===== src/rtl/operand_entry.sv =====
// operand_entry: three-button entry of two 4-bit operands for Suma_Display.
//
// Each raw pushbutton is synchronized (two flops), debounced by a four-state
// FSM with a hold counter, and reduced to a one-cycle press event on the
// debounced rising edge. Events edit the selected operand (inc/dec, mod 16)
// or toggle which operand is selected.
//
// Ports:
//   clk      in   system clock, rising-edge
//   rst      in   asynchronous active-high reset
//   btn_inc  in   raw button: increment selected operand
//   btn_dec  in   raw button: decrement selected operand
//   btn_sel  in   raw button: toggle edit target
//   A        out  operand A (registered)
//   B        out  operand B (registered)
//   sel      out  edit target, 0 = A, 1 = B (registered)
//   upd      out  one-cycle pulse in the first cycle a new A/B/sel is visible
module operand_entry #(
  parameter int unsigned DEB_CYCLES = 16,
  parameter logic [3:0]  A_INIT     = 4'd0,
  parameter logic [3:0]  B_INIT     = 4'd0
) (
  input  logic       clk,
  input  logic       rst,
  input  logic       btn_inc,
  input  logic       btn_dec,
  input  logic       btn_sel,
  output logic [3:0] A,
  output logic [3:0] B,
  output logic       sel,
  output logic       upd
);

  localparam int unsigned NumBtn = 3;
  // The counter never holds DEB_CYCLES itself: the state flips on the edge it
  // would get there, so DEB_CYCLES-1 is the largest stored value.
  localparam int unsigned    CntW    = $clog2(DEB_CYCLES);
  localparam logic [CntW-1:0] CntLast = CntW'(DEB_CYCLES - 1);
  localparam logic [CntW-1:0] CntOne  = CntW'(1);

  typedef enum logic [1:0] {
    StIdle,
    StPressWait,
    StHeld,
    StReleaseWait
  } deb_state_e;

  // Bit order for all per-button vectors: 0 = inc, 1 = dec, 2 = sel.
  logic [NumBtn-1:0] btn_raw;
  logic [NumBtn-1:0] sync1_q;
  logic [NumBtn-1:0] sync2_q;

  deb_state_e        st_q  [NumBtn];
  deb_state_e        st_d  [NumBtn];
  logic [CntW-1:0]   cnt_q [NumBtn];
  logic [CntW-1:0]   cnt_d [NumBtn];

  logic [NumBtn-1:0] deb;
  logic [NumBtn-1:0] deb_prev_q;
  logic [NumBtn-1:0] press;

  logic [3:0] a_q, a_d;
  logic [3:0] b_q, b_d;
  logic       sel_q, sel_d;
  logic       upd_q, upd_d;
  logic       arith;
  logic [3:0] delta;

  assign btn_raw = {btn_sel, btn_dec, btn_inc};

  // Two-flop synchronizers.
  always_ff @(posedge clk or posedge rst) begin
    if (rst) begin
      sync1_q <= '0;
      sync2_q <= '0;
    end else begin
      sync1_q <= btn_raw;
      sync2_q <= sync1_q;
    end
  end

  // Debouncer state registers.
  always_ff @(posedge clk or posedge rst) begin
    if (rst) begin
      for (int i = 0; i < NumBtn; i++) begin
        st_q[i]  <= StIdle;
        cnt_q[i] <= '0;
      end
      deb_prev_q <= '0;
    end else begin
      for (int i = 0; i < NumBtn; i++) begin
        st_q[i]  <= st_d[i];
        cnt_q[i] <= cnt_d[i];
      end
      deb_prev_q <= deb;
    end
  end

  // Debouncer next state. The counter holds the number of consecutive cycles
  // the synchronized level has disagreed with the debounced state; a single
  // agreeing cycle abandons the wait.
  always_comb begin
    for (int i = 0; i < NumBtn; i++) begin
      st_d[i]  = st_q[i];
      cnt_d[i] = cnt_q[i];
      unique case (st_q[i])
        StIdle: begin
          cnt_d[i] = '0;
          if (sync2_q[i]) begin
            st_d[i]  = StPressWait;
            cnt_d[i] = CntOne;
          end
        end
        StPressWait: begin
          if (!sync2_q[i]) begin
            st_d[i]  = StIdle;
            cnt_d[i] = '0;
          end else if (cnt_q[i] == CntLast) begin
            st_d[i]  = StHeld;
            cnt_d[i] = '0;
          end else begin
            cnt_d[i] = cnt_q[i] + CntOne;
          end
        end
        StHeld: begin
          cnt_d[i] = '0;
          if (!sync2_q[i]) begin
            st_d[i]  = StReleaseWait;
            cnt_d[i] = CntOne;
          end
        end
        StReleaseWait: begin
          if (sync2_q[i]) begin
            st_d[i]  = StHeld;
            cnt_d[i] = '0;
          end else if (cnt_q[i] == CntLast) begin
            st_d[i]  = StIdle;
            cnt_d[i] = '0;
          end else begin
            cnt_d[i] = cnt_q[i] + CntOne;
          end
        end
        default: begin
          st_d[i]  = StIdle;
          cnt_d[i] = '0;
        end
      endcase
    end
  end

  always_comb begin
    for (int i = 0; i < NumBtn; i++) begin
      deb[i] = (st_q[i] == StHeld) || (st_q[i] == StReleaseWait);
    end
  end

  // Press event: debounced 0->1 only, so held buttons never repeat.
  assign press = deb & ~deb_prev_q;

  // Operand update. inc and dec together cancel; sel still toggles, and the
  // arithmetic targets the operand selected before the toggle.
  always_comb begin
    a_d   = a_q;
    b_d   = b_q;
    sel_d = sel_q;
    arith = press[0] ^ press[1];
    delta = press[0] ? 4'd1 : 4'd15;
    if (arith) begin
      if (sel_q) begin
        b_d = b_q + delta;
      end else begin
        a_d = a_q + delta;
      end
    end
    if (press[2]) begin
      sel_d = ~sel_q;
    end
    upd_d = arith | press[2];
  end

  always_ff @(posedge clk or posedge rst) begin
    if (rst) begin
      a_q   <= A_INIT;
      b_q   <= B_INIT;
      sel_q <= 1'b0;
      upd_q <= 1'b0;
    end else begin
      a_q   <= a_d;
      b_q   <= b_d;
      sel_q <= sel_d;
      upd_q <= upd_d;
    end
  end

  assign A   = a_q;
  assign B   = b_q;
  assign sel = sel_q;
  assign upd = upd_q;

endmodule


===== config.mk =====
export PLATFORM = sky130hd
export DESIGN_NAME = operand_entry
export DESIGN_NICKNAME = d
export VERILOG_FILES = /design/src/rtl/operand_entry.sv
export SDC_FILE = /design/constraint.sdc
export NUM_CORES = 1
export LEC_CHECK = 0
export ABC_AREA = 0
export CAP_MARGIN = 10
export CORE_MARGIN = 2
export CORE_UTILIZATION = 30
export DETAILED_ROUTE_END_ITERATION = 16
export PLACE_DENSITY_LB_ADDON = 0.1
export SLEW_MARGIN = 25
export SYNTH_ARGS = -nofsm -noshare
export SYNTH_HDL_FRONTEND = slang
export SYNTH_SLANG_ARGS = --single-unit

===== constraint.sdc =====
create_clock -name clk -period 4.8 [get_ports clk]
set_input_delay 1.2 -clock clk [delete_from_list [all_inputs] [get_ports clk]]
set_output_delay 1.2 -clock clk [all_outputs]
set_load 0.03 [all_outputs]

Word-level counts from Yosys, hierarchy flattened

Index checks and enable logic that the tools add are counted.

Register bits after elaboration: 37
Logic and storage cells: 98

Add/sub/neg operators: 5
Equality and inequality tests: 24
Multiplexer cells: 40
Bitwise gates (word level): 5
Reductions and logical operators: 11

Operators with widths:

| cell                | number |
|---|---|
| $pmux 4 s4          | 3 |
| $mux 4              | 10 |
| $mux 2              | 18 |
| $pmux 2 s4          | 3 |
| $ne 3x3->1 const B  | 6 |
| $add 4x1->4 const B | 3 |
| $eq 2x2->1 const B  | 6 |
| $eq 4x4->1 const B  | 3 |
| $ne 2x2->1 const B  | 6 |
| $reduce_and 4->1    | 3 |
| $add 4x4->4         | 2 |
| $eq 2x1->1 const B  | 3 |
| $logic_not 2->1     | 3 |
| $mux 1              | 6 |
| $reduce_and 2->1    | 2 |
| $and 3x3->3         | 1 |
| $logic_or 1x1->1    | 3 |
| $not 3->3           | 1 |
| $not 1->1           | 1 |
| $or 1x1->1          | 1 |
| $xor 1x1->1         | 1 |

Longest topological paths before layout

Gate-level depths: netlist of the first run.

Depth after elaboration: 5
Mapped depth: 7

Worst setup path after synthesis of the first run

OpenSTA, ideal clock, no wires.

Path type: register to output
Start: register sel_q (netlist: sel)
End: output port sel
Arrival time: 0.631 ns
Required time: 3.600 ns
Slack: 2.969 ns
Cell stages (with the launch flop): 1
Buffers on the path: 0
Cells stage by stage: dfrtp_1

RTL lines:

| element                | line | text |
|---|---|---|
| from (decl)            | 64   | `logic sel_q, sel_d;` |
| from (signal assigned) | 190  | `sel_q <= sel_d;` |
| to (decl)              | 30   | `output logic sel,` |

No word-level cell between the ends.

Worst setup path in the final report of the first run

Start: register sel_q (netlist: sel)
End: output port sel

No word-level cell between the ends.

==> results.toml, run 1 <==
[route]
drt_iter0_drc = 22
wirelength_mm = 2.33
wl_per_cell_um = 11.1
avgViaCountPerCell = 4.40
vias = 919
remaining_drc_errors = 0
ant_nets = 0
drt_first_pass_iters = 4

[finish]
final_area_mm2 = 0.00186
nets = 150
final_cell_mix = "dfrtp_1, clkdlybuf4s50_1, xnor2_1, ha_1, xor2_1"
antennaDiodeCount = 0
drive_gt1_share_pct = 11.5
final_common_cell = "dfrtp_1"
syn2layout_area_growth_pct = 18.3
final_util_pct = 36.7

[yosys]
syn_nets = 132
syn_avg_cell_area_um2 = 13.1
netlist_area_mm2 = 0.00158
yosysSeqAreaShare_pct = 58.8
ys_ff_latch = 37
ys_types = 31
synthCells = 120
yosys_warnings = 0

[grt]
grt_usage_pct = 9.37
grt_pass1_vias = 937
grt_max_degree = 22
grt-ovfl-total = 0
grt_pass1_wl_mm = 4.25
antenna_found_initial = 0

[clock_network]
cts_tree = "done"
clockBufferDepth = 2
clk_pin_slew_ns = 0.06
htreeDepth = 2
cts_setup_buffers = 0
clock-sinks = 37
cts_made_buffers = 5
cts_resized = 0
holdBufCountCts = 0
cts.root.buffer_cell = "clkbuf_8"
insertion_delay_ns = 0.28

[timing]
slew_violations = 0
maxSlewHeadroom_pct = 50.4
finalCritPeriodShare_pct = 57.0
tns_ns = 0
rsz0062_at_grt = "no"
fmax_ghz = 0.365
tightest_slew_ns = 0.743
setup_viol = 0
hold_viol_final = 0
finClkSkew_ns = 0.00188
post-route-min-period_ns = 2.74

[setup_path]
cp-startpoint = "sel"
crit_cells = 1
cpMaxStageDelayCell = "clkdlybuf4s50_1"
worstPathCellList = "clkdlybuf4s50_1"
cpPeakStageDelay_ns = 0.73
start_kind = "register"
cp-end-kind = "primary output"
reg2regPathDepth = 6
arrival_ns = 1.54
crit_buf_inv = 1
cp.required_ns = 3.60
cp_max_fo = 8
crit_family = "buffers and inverters"
path_class = "register to primary output"

[floorplanning]
die_y_um = 76.5
fp.dieArea_mm2 = 0.00585
rows = 26
start_util_pct = 31.0
core_area_mm2 = 0.00507
io_pins = 15
die_x_um = 76.5

[pwr]
leakagePower_nw = 0.856
power.density_mw_per_mm2 = 290
ir_drop_mv = 0.133

[run_status]
status = "finished, final reports clean"

[place]
gp_congestion = 0.733
dpl-instance-area_mm2 = 0.00178
io_buffers = 14
dp_hpwl_mm = 1.69

[min_path]
holdCritStartpoint = "sync1_q[1]"
hold_path_depth = 0
hold_path_class = "register to register"

[flow_run]
cap_violations = 0
-- routing by layer --
| layer | global-route usage, % | up-vias | part of all wire, % |
|---|---|---|---|
| li1 | - | 456 | - |
| met4 | 5.45 | 0 | 2.5 |
| met3 | 3.55 | 6 | 6.6 |
| met2 | 14.1 | 23 | 47 |
| met5 | 0 | - | 0 |
| met1 | 11.5 | 434 | 44 |
-- synthesized netlist by cell type, drive strengths merged --
library cell,number,share of area [%]
a21boi,3,1.4
a21o,2,0.95
a21oi,5,1.6
a311oi,2,1.1
a31oi,4,1.6
a41oi,1,0.56
and2,3,1.2
and2b,1,0.64
and3,3,1.2
and4b,1,0.64
buf,1,0.71
clkbuf,2,0.48
dfrtp,37,59
dlygate4sd1,1,0.56
ha,7,5.6
inv,3,0.71
mux2,7,5.5
nand2,4,0.95
nand2b,3,1.7
nand4,3,1.2
nand4b,1,0.56
nor2,5,1.4
nor4,2,0.79
o21ai,3,0.95
xnor2,9,5.0
xor2,7,4.4
-- where the power goes --
| group | leakage (nW) | internal, mW | total (mW) | switching (mW) |
|---|---|---|---|---|
| Sequential | 0.489 | 0.319 | 0.325 | 0.00566 |
| Clock | 0.0395 | 0.103 | 0.196 | 0.0934 |
| Combinational | 0.328 | 0.00844 | 0.0191 | 0.0107 |
| Total | 0.856 | 0.430 | 0.540 | 0.110 |
-- sequential cells by signal (all words and copies together), names as in the netlist, named ones only --
register,cells
cnt_q,12
A,4
B,4
deb_prev_q,3
st_q,3
sync1_q,3
sync2_q,3
sel,1
upd,1
-- cell families (layout without fill, tap and decap cells) --
family	Yosys count	count (layout)	synth area share, %
AOI/OAI and AO/OA	20	20	8.18
xor gates and xnor gates	16	16	9.37
adders and majority gates	7	7	5.56
buffers and inverters	7	26	2.46
DFF	37	37	58.8
muxes	7	7	5.48
and+or+nand+nor	26	26	10.2
-- final timing paths --
kind,slack (ns),to
max in group asynchronous,2.75,cnt_q[3]
worst max register to register,2.92,A[3]
worst min register to register,0.35,sync2_q[1]
worst min-delay path,0.35,sync2_q[1]
min in group asynchronous,1.35,cnt_q[9]
worst max-delay path,2.06,sel
-- stage by stage --
step | hold WS (ns) | worst slack, ns | std cells | power (mW)
after floorplan | 0.331 | 2.77 | 120 | 0.342
after global placement | 0.333 | 2.37 | 201 | 0.349
after detailed placement | 0.335 | 2.35 | 201 | 0.350
after CTS | 0.359 | 2.03 | 209 | 0.552
after global routing | 0.368 | 1.99 | 209 | 0.574
final | 0.355 | 2.06 | 209 | 0.540
-- worst register-to-register path, cell delays in order (launching register included) --
cell      delay (ns)
dfrtp_1         0.42
nand2b_1        0.39
ha_1            0.36
a31oi_1         0.19
nor4_1          0.06
a41oi_1         0.22
xnor2_1         0.15
-- area by class of cell --
| type | instances | area (um^2) |
|---|---|---|
| timing repair buffer | 15 | 148 |
| multi-input combinational | 76 | 611 |
| tap | 70 | 87.6 |
| fill | 504 | 3210 |
| clock buffer | 8 | 80.1 |
| inverter | 3 | 11.3 |
| sequential | 37 | 926 |
Note: power is estimated with default switching activity, not from simulation.
==> inputs of run 2 (changes only) <==
==> constraint.sdc (replaced) <==
create_clock -name clk -period 2.4 [get_ports clk]
set_input_delay 0.6 -clock clk [delete_from_list [all_inputs] [get_ports clk]]
set_output_delay 0.6 -clock clk [all_outputs]
set_load 0.03 [all_outputs]
==> run 2 against run 1 <==
Against the previous run: sequential cell count is the same; routed wire length is essentially flat; combinational power grew 100%; clock skew grew 0.0047 ns; worst hold slack lost 0.0055 ns; clock-buffer cell count shrank 3; register-to-register slack lost 2.3 ns; largest power group unchanged.
==> results.toml, run 2 (same netlist as run 1, synthesis figures left out) <==
[timing]
maxSlewHeadroom_pct = 66.5
fin_hold_ws_ns = 0.349
tightest_slew_ns = 0.502
hold_viol_final = 0
finalCritPeriodShare_pct = 89.7
setup_viol = 0
fmax_ghz = 0.464
slew_violations = 0
post-route-min-period_ns = 2.15
tns_ns = 0
finClkSkew_ns = 0.00661
rsz0062_at_grt = "no"

[finish]
drive_gt1_share_pct = 12.4
final_cell_mix = "dfrtp_1, clkdlybuf4s50_1, xnor2_1, ha_1, xor2_1"
nets = 150
multi_input_area_um2 = 611
regArea_um2 = 926
final_common_cell = "dfrtp_1"
fill_cells = 524
regMostFlops = "cnt_q"
antennaDiodeCount = 0
syn2layout_area_growth_pct = 17.9
largest_reg_flops = 12

[clock_network]
htreeDepth = 2
clock-sinks = 37
clk_pin_slew_ns = 0.07
clockBufferDepth = 2
holdBufCountCts = 0
cts_setup_buffers = 0
cts.root.buffer_cell = "clkbuf_8"
cts_tree = "done"
cts_resized = 0
insertion_delay_ns = 0.28
cts_made_buffers = 5

[floorplanning]
die_x_um = 76.5
die_y_um = 76.5
start_util_pct = 31.0
io_pins = 15
fp.dieArea_mm2 = 0.00585
core_area_mm2 = 0.00507
rows = 26

[setup_path]
arrival_ns = 1.55
cpMaxStageDelayCell = "clkdlybuf4s50_1"
rrSetupSlack_ns = 0.58
cpPeakStageDelay_ns = 0.74
start_kind = "register"
cp_max_fo = 8
cp-end-kind = "primary output"
worstPathCellList = "clkdlybuf4s50_1"
cp.required_ns = 1.80
path_class = "register to primary output"
crit_buf_inv = 1
crit_family = "buffers and inverters"

[pwr]
ir_drop_mv = 0.272
power.density_mw_per_mm2 = 578
leakagePower_nw = 0.857

[grt]
grt_max_degree = 38
grt_usage_pct = 9.00
grt-ovfl-total = 0
antenna_found_initial = 0
grt_pass1_vias = 921
grt_pass1_wl_mm = 4.06

[place]
dp_hpwl_mm = 1.58
io_buffers = 14
gp_congestion = 0.699

[run_status]
status = "finished, final reports clean"

[route]
drt_first_pass_iters = 4
wirelength_mm = 2.32
wl_per_cell_um = 11.2
drt_iter0_drc = 28
vias = 920
remaining_drc_errors = 0
ant_nets = 0
avgViaCountPerCell = 4.44

[min_path]
hold_path_class = "register to register"

[flow_run]
cap_violations = 0
## run 2: worst paths after layout
path | cells after the start | end | from
worst max-delay path | 1 | sel | sel
worst min-delay path | 0 | sync2_q[2] | sync1_q[2]
worst max register to register | 6 | A[3] | register
worst min register to register | 0 | sync2_q[2] | sync1_q[2]
max in group asynchronous | 3 | cnt_q[3] | rst
min in group asynchronous | 3 | deb_prev_q[0] | rst
## run 2: area by class of cell
| cell class | count | share of cell area, % |
|---|---|---|
| Multi-Input combinational cell | 76 | 32.9 |
| Tap cell | 70 | 4.72 |
| Clock inverter | 1 | 0.270 |
| Inverter | 3 | 0.606 |
| Sequential cell | 37 | 49.9 |
| Clock buffer | 5 | 3.71 |
| Timing Repair Buffer | 15 | 7.95 |
## run 2: where the power goes
group          switching, mW  internal (mW)  total (mW)
clock                  0.195          0.191       0.386
combinational         0.0219         0.0170      0.0389
sequential            0.0106          0.638       0.649
total                  0.228          0.846        1.07
## run 2: metrics by stage
| stage | instances | power, mW | instance area (um^2) | setup WS (ns) | utilization (%) |
|---|---|---|---|---|---|
| 5_1_grt | 207 | 1.14 | 1860 | 0.195 | 36.6 |
| 6_report | 207 | 1.07 | 1860 | 0.246 | 36.6 |
| 4_1_cts | 207 | 1.10 | 1860 | 0.224 | 36.6 |
| 2_1_floorplan | 120 | 0.684 | 1580 | 0.854 | - |
| 3_5_place_dp | 201 | 0.701 | 1780 | 0.552 | 35.1 |
| 3_3_place_gp | 201 | 0.699 | 1780 | 0.570 | 35.1 |
## run 2: routing by layer
| layer | vias to the layer above | GRT usage [%] | routed length [um] |
|---|---|---|---|
| met5 | - | 0 | 0 |
| met3 | 6 | 3.91 | 130 |
| met2 | 22 | 13.5 | 1010 |
| met1 | 441 | 10.7 | 1130 |
| li1 | 451 | - | - |
| met4 | 0 | 5.09 | 55 |
==> patch 1: new RTL, config.mk and constraints of run 2 <==
`DEB_CYCLES`: 16 -> 64.
--- a/src/rtl/operand_entry.sv
+++ b/src/rtl/operand_entry.sv
@@ -16,7 +16,7 @@
 //   sel      out  edit target, 0 = A, 1 = B (registered)
 //   upd      out  one-cycle pulse in the first cycle a new A/B/sel is visible
 module operand_entry #(
-  parameter int unsigned DEB_CYCLES = 16,
+  parameter int unsigned DEB_CYCLES = 64,
   parameter logic [3:0]  A_INIT     = 4'd0,
   parameter logic [3:0]  B_INIT     = 4'd0
 ) (
Formal check against the unedited RTL: no difference found for any inputs over 10 cycles, from zero or initial values and one cycle with rst high; that may be too few to reach the edited logic, so the function may still have changed.
==> patch 1 against run 2 <==
Sequential cell count increased by 6; cell area grew 20%; area after synthesis is 20% higher; routed wire length grew 31%; global-route usage rose by 0.52 points; synthesized cell count increased by 30%; setup slack worse by 0.059 ns; utilization increased by 0.54 points; clock skew up 0.0043 ns; first-iteration DRC count fell by 18%; combinational power rose by 14%; cell count is 21% higher; largest cell class unchanged; highest routed layer unchanged; power rose by 27%.
==> patch 1: results (changes against run 2) <==
| Metric | Value |
|---|---|
| Post-DR wirelength/cell | `12.1 um (+7.9%)` |
| First-pass GRT wire length | `5.37 mm (+32%)` |
| Post-DP HPWL | `2.19 mm (+39%)` |
| FILL cells | `596 (+14%)` |
| Clk tree area frac | `5.15% (+1.2 points)` |
| Multi-input gate area | `778 um^2 (+27%)` |
| R2R setup slack | `0.52 ns (-0.06 ns)` |
| Netlist cell types | `34 (+9.7%)` |
| Slew @ Worst Pin | `0.546 ns (+0.0441 ns)` |
| Area contributors post-synth | `dfrtp_1 (57%), xnor2_1 (6.9%), ha_1 (4.6%), mux2_4 (3.2%), nor2_1 (3.2%)` |
| Mux share of post-synthesis cell area | `4.94% (-0.54 points)` |
| Later-pin clock latency in the skew report | `0.30 ns (+0.02 ns)` |
| Final nets | `187 (+25%)` |
| Worst-path clk slew | `0.09 ns (+0.02 ns)` |
| Via/cell ratio | `4.61 (+3.8%)` |
| Grt met2 use | `14.9% (+1.3 points)` |
| Multi-In Gates | `105 (+38%)` |
| Drt first-iter violations | `23 (-18%)` |
| CP arrival | `1.61 ns (+0.06 ns)` |
| Metal1 wirelength | `1.46 mm (+29%)` |
| P_leak | `0.962 nW (+12%)` |
| Routability Congestion | `0.757 (+8.2%)` |
| Worst-case reg-to-reg path depth | `7 (+1)` |
| Seq/total area | `48.1% (-1.8 points)` |
| Synth cell count leaders | `dfrtp_1 (43), nor2_1 (16), xnor2_1 (15)` |
| Met3 wire len | `120 um (-7.7%)` |
| Inverter count | `5 (+2)` |
| Status | `complete, no violations` |
| Syn Inst Count | `156 (+30%)` |
| Placed Cells | `243 (+21%)` |
| Num sequential | `43 (+16%)` |
| Compound-cell area share of the yosys netlist | `6.06% (-2.1 points)` |
| Mapped Nets | `168 (+27%)` |
| Top sig layer | `met4` |
| Largest net degree at the start of global routing | `44 (+16%)` |
| Grt met3 use | `3.17% (-0.74 points)` |
| Max FFs per register | `18 (+6)` |
| NetSw | `0.000291 W (+28%)` |
| Layout non-clock buf frac | `6.60% (-1.4 points)` |
| Met1 Resource Use GR | `12.1% (+1.4 points)` |
| Layout cells sized above 1 | `14.2% (+1.8 points)` |
| Post-Synth XOR/XNOR Area | `11.1% (+1.8 points)` |
| Via count | `1158 (+26%)` |
| Met2 Wirelength | `1.42 mm (+40%)` |
| GRT Total Usage | `9.53% (+0.52 points)` |
==> patch 1: cell count changes in the layout (fill, tap and decap cells not counted), sizes merged, moves of 3 or more <==
cell    before  now
inv          3    6
nor2         5   17
nand2        4    7
nand3        0    8
and2         3    0
dfrtp       37   43
xnor2        9   16
a21boi       3    0
nand2b       3    6
a21oi        5   10
nor3         0    4
==> patch 1: how the worst min path moves through the flow <==
stage | to | start
2_1_floorplan | sync2_q[0]$_DFF_PP0_ | sync1_q[0]$_DFF_PP0_
3_3_place_gp | sync2_q[2]$_DFF_PP0_ | sync1_q[2]$_DFF_PP0_
3_5_place_dp | sync2_q[1]$_DFF_PP0_ | sync1_q[1]$_DFF_PP0_
4_1_cts | sync2_q[1]$_DFF_PP0_ | sync1_q[1]$_DFF_PP0_
5_1_grt | sync2_q[1]$_DFF_PP0_ | sync1_q[1]$_DFF_PP0_
6_report | sync2_q[1]$_DFF_PP0_ | sync1_q[1]$_DFF_PP0_
==> patch 1: cells by family after synthesis <==
family	after synthesis
DFF	43
adders and majority gates	7
and+or+nand+nor	50
muxes	7
buffers and inverters	8
xor gates and xnor gates	22
AOI/OAI and AO/OA	19
==> patch 1: power groups by stage <==
stage | clock network, W | registers, W | logic [W]
final | 0.000566 | 0.000750 | 0.0000444
after global routing | 0.000622 | 0.000753 | 0.0000527
after CTS | 0.000594 | 0.000750 | 0.0000465
after detailed placement | 0 | 0.000764 | 0.0000462
after global placement | 0 | 0.000763 | 0.0000438
after floorplan | 0 | 0.000761 | 0.0000298
==> patch 1: per-stage QoR <==
step / worst slack (ns) / area (um^2)
5_1_grt: 0.121 / 2240
3_5_place_dp: 0.509 / 2120
6_report: 0.188 / 2240
4_1_cts: 0.174 / 2240
2_1_floorplan: 0.751 / 1900
3_3_place_gp: 0.530 / 2120
==> patch 2: new RTL, flow settings as in run 2 <==
Without the edit above. Put one more register stage on the output `B`. The value now appears one clock later. The other outputs are not delayed to match. Comments in the files are not updated.
--- a/src/rtl/operand_entry.sv
+++ b/src/rtl/operand_entry.sv
@@ -193,7 +193,9 @@
   end
 
   assign A   = a_q;
-  assign B   = b_q;
+  always_ff @(posedge clk) begin
+    B <= b_q;
+  end
   assign sel = sel_q;
   assign upd = upd_q;
 
Function: same outputs for any inputs over 10 cycles, from zero or initial values and one cycle with rst high; that may be too few to reach the edited logic, so the function may still have changed.
==> patch 2 against run 2 <==
Cell area grew 8.6%; first-iteration DRC count grew 25%; sequential power grew 10%; largest cell class unchanged; power grew 19%; routed wire length grew 6.5%; area after synthesis grew 7.4%; via count grew 6.3%; largest power group unchanged; sequential cell count grew 4; utilization grew 0.24 points; die area grew 7.0%; critical path type unchanged; maximum frequency shrank 2.2%; setup slack lost 0.047 ns.
==> patch 2: results (changes against run 2) <==
| Metric | Value |
|---|---|
| Met1 Resource Use GR | `11.3% (+0.51 points)` |
| Layout cells sized above 1 | `16.2% (+3.8 points)` |
| Metal1 wirelength | `1.21 mm (+7.1%)` |
| Later-pin clock latency in the skew report | `0.29 ns` |
| Largest net degree at the start of global routing | `38 (unchanged)` |
| Mapped Nets | `135 (+2.3%)` |
| GRT Total Usage | `9.11% (+0.11 points)` |
| Area contributors post-synth | `dfrtp_1 (55%), ha_1 (5.2%), xnor2_1 (5.2%), dfxtp_1 (4.7%), mux2_4 (3.6%)` |
| Worst-path clk slew | `0.07 ns (about the same)` |
| Top sig layer | `met4` |
| Grt met2 use | `13.6% (+0.10 points)` |
| Crit-path leading delay family | `buffers and inverters` |
| Prevailing post-synth register cell | `dfrtp_1` |
| CP arrival | `1.60 ns (+0.05 ns)` |
| NetSw | `0.000253 W (+11%)` |
| Vias in the first global route | `922 (+0.11%)` |
| Grt peak-use layer | `met2` |
| Synth async-reset ratio | `90.2% (-9.8 points)` |
| First-pass GRT wire length | `4.28 mm (+5.4%)` |
| CTS root buf | `clkbuf_8` |
| Status | `complete, no violations` |
| Pre-CTS setup slack | `0.482 ns (-0.0698 ns)` |
| Via count | `978 (+6.3%)` |
| Syn_area_per_cell | `13.8 um^2 (+4.8%)` |
| Final nets | `154 (+2.7%)` |
| DR pass1 iterations | `4 (unchanged)` |
| Slowest CP cell | `clkdlybuf4s50_1` |
| Synth cell count leaders | `dfrtp_1 (37), xnor2_1 (10), ha_1 (7)` |
| Hold crit path type | `register to register` |
| Routability Congestion | `0.727 (+4.0%)` |
| Netlist cell types | `33 (+6.5%)` |
| P_clk | `0.000523 W (+35%)` |
| Num CTS Buffers | `5 (unchanged)` |
| Post-synthesis sequential area ratio | `59.5% (+0.69 points)` |
| DRT Wirelength | `2.48 mm (+6.5%)` |
| Placed Cells | `207 (+3.0%)` |
| CTS H-tree lvls | `2 (unchanged)` |
| Met2 Wirelength | `1.10 mm (+9.1%)` |
| Post-DP HPWL | `1.69 mm (+6.6%)` |
| Fin. Hold Viols | `0 (unchanged)` |
| P_leak | `0.913 nW (+6.6%)` |
| Sequential Power Share | `56.0% (-4.4 points)` |
| Initial antenna violation count | `0 (unchanged)` |
| Slowest Stage Delay on Critical Path | `0.74 ns (about the same)` |
| Via/cell ratio | `4.57 (+2.8%)` |
| Slew @ Worst Pin | `0.464 ns (-0.0384 ns)` |
| Clk_skew | `0.00681 ns (+0.000197 ns)` |
| Met3 wire len | `112 um (-14%)` |
| Worst VDD drop | `0.271 mV (-0.35%)` |
| Post-CTS Setup Bufs | `0 (unchanged)` |
| Ant diodes | `0 (unchanged)` |
| Max FFs per register | `12 (unchanged)` |
| Grt met3 use | `3.75% (-0.16 points)` |
| Drt first-iter violations | `35 (+25%)` |
| Crit path max fanout | `8 (unchanged)` |
| Most flop-heavy register | `cnt_q` |
| Longest Clk Path Bufs | `2 (unchanged)` |
patch 2: cell types whose count changed in the layout (fill, tap and decap cells not counted), moves of 2 or more:
cell / before / now
mux2_4: 2 / 4
dfxtp_1: 0 / 4
a21oi_1: 5 / 3
a21oi_2: 0 / 2
patch 2: cells by family after synthesis:
group | count (synthesis) | share of synthesized area (%)
DFF | 41 | 59.5
and+or+nand+nor | 26 | 10.4
AOI/OAI and AO/OA | 20 | 7.91
xor gates and xnor gates | 16 | 9.39
muxes | 7 | 5.55
adders and majority gates | 7 | 5.18
buffers and inverters | 6 | 2.15
patch 2: path summary, 6_finish.rpt:
check	cells after the start	startpoint	slack, ns	to
worst max-delay path	1	sel$_DFFE_PP0P_	0.20	sel
worst min-delay path	0	sync1_q[2]$_DFF_PP0_	0.35	sync2_q[2]$_DFF_PP0_
worst max register to register	7	deb_prev_q[0]$_DFF_PP0_	0.67	A[3]$_DFFE_PP0P_
worst min register to register	0	sync1_q[2]$_DFF_PP0_	0.35	sync2_q[2]$_DFF_PP0_
max in group asynchronous	3	rst	1.35	A[1]$_DFFE_PP0P_
min in group asynchronous	3	rst	0.71	cnt_q[6]$_DFF_PP0_
patch 2: stage by stage:
step	total power, W	util (%)	cell area (um^2)
after floorplan	0.000751	-	1690
after global placement	0.000767	34.9	1910
after detailed placement	0.000768	34.9	1910
after CTS	0.00130	36.8	2020
after global routing	0.00134	36.8	2020
final	0.00128	36.8	2020
patch 2: final cells by class:
| type | instances | area (um^2) |
|---|---|---|
| clock inverter | 2 | 35.0 |
| timing repair buffer | 15 | 148 |
| sequential | 41 | 1010 |
| tap | 72 | 90.1 |
| inverter | 3 | 18.8 |
| fill | 545 | 3460 |
| clock buffer | 5 | 68.8 |
| multi-input combinational | 76 | 649 |
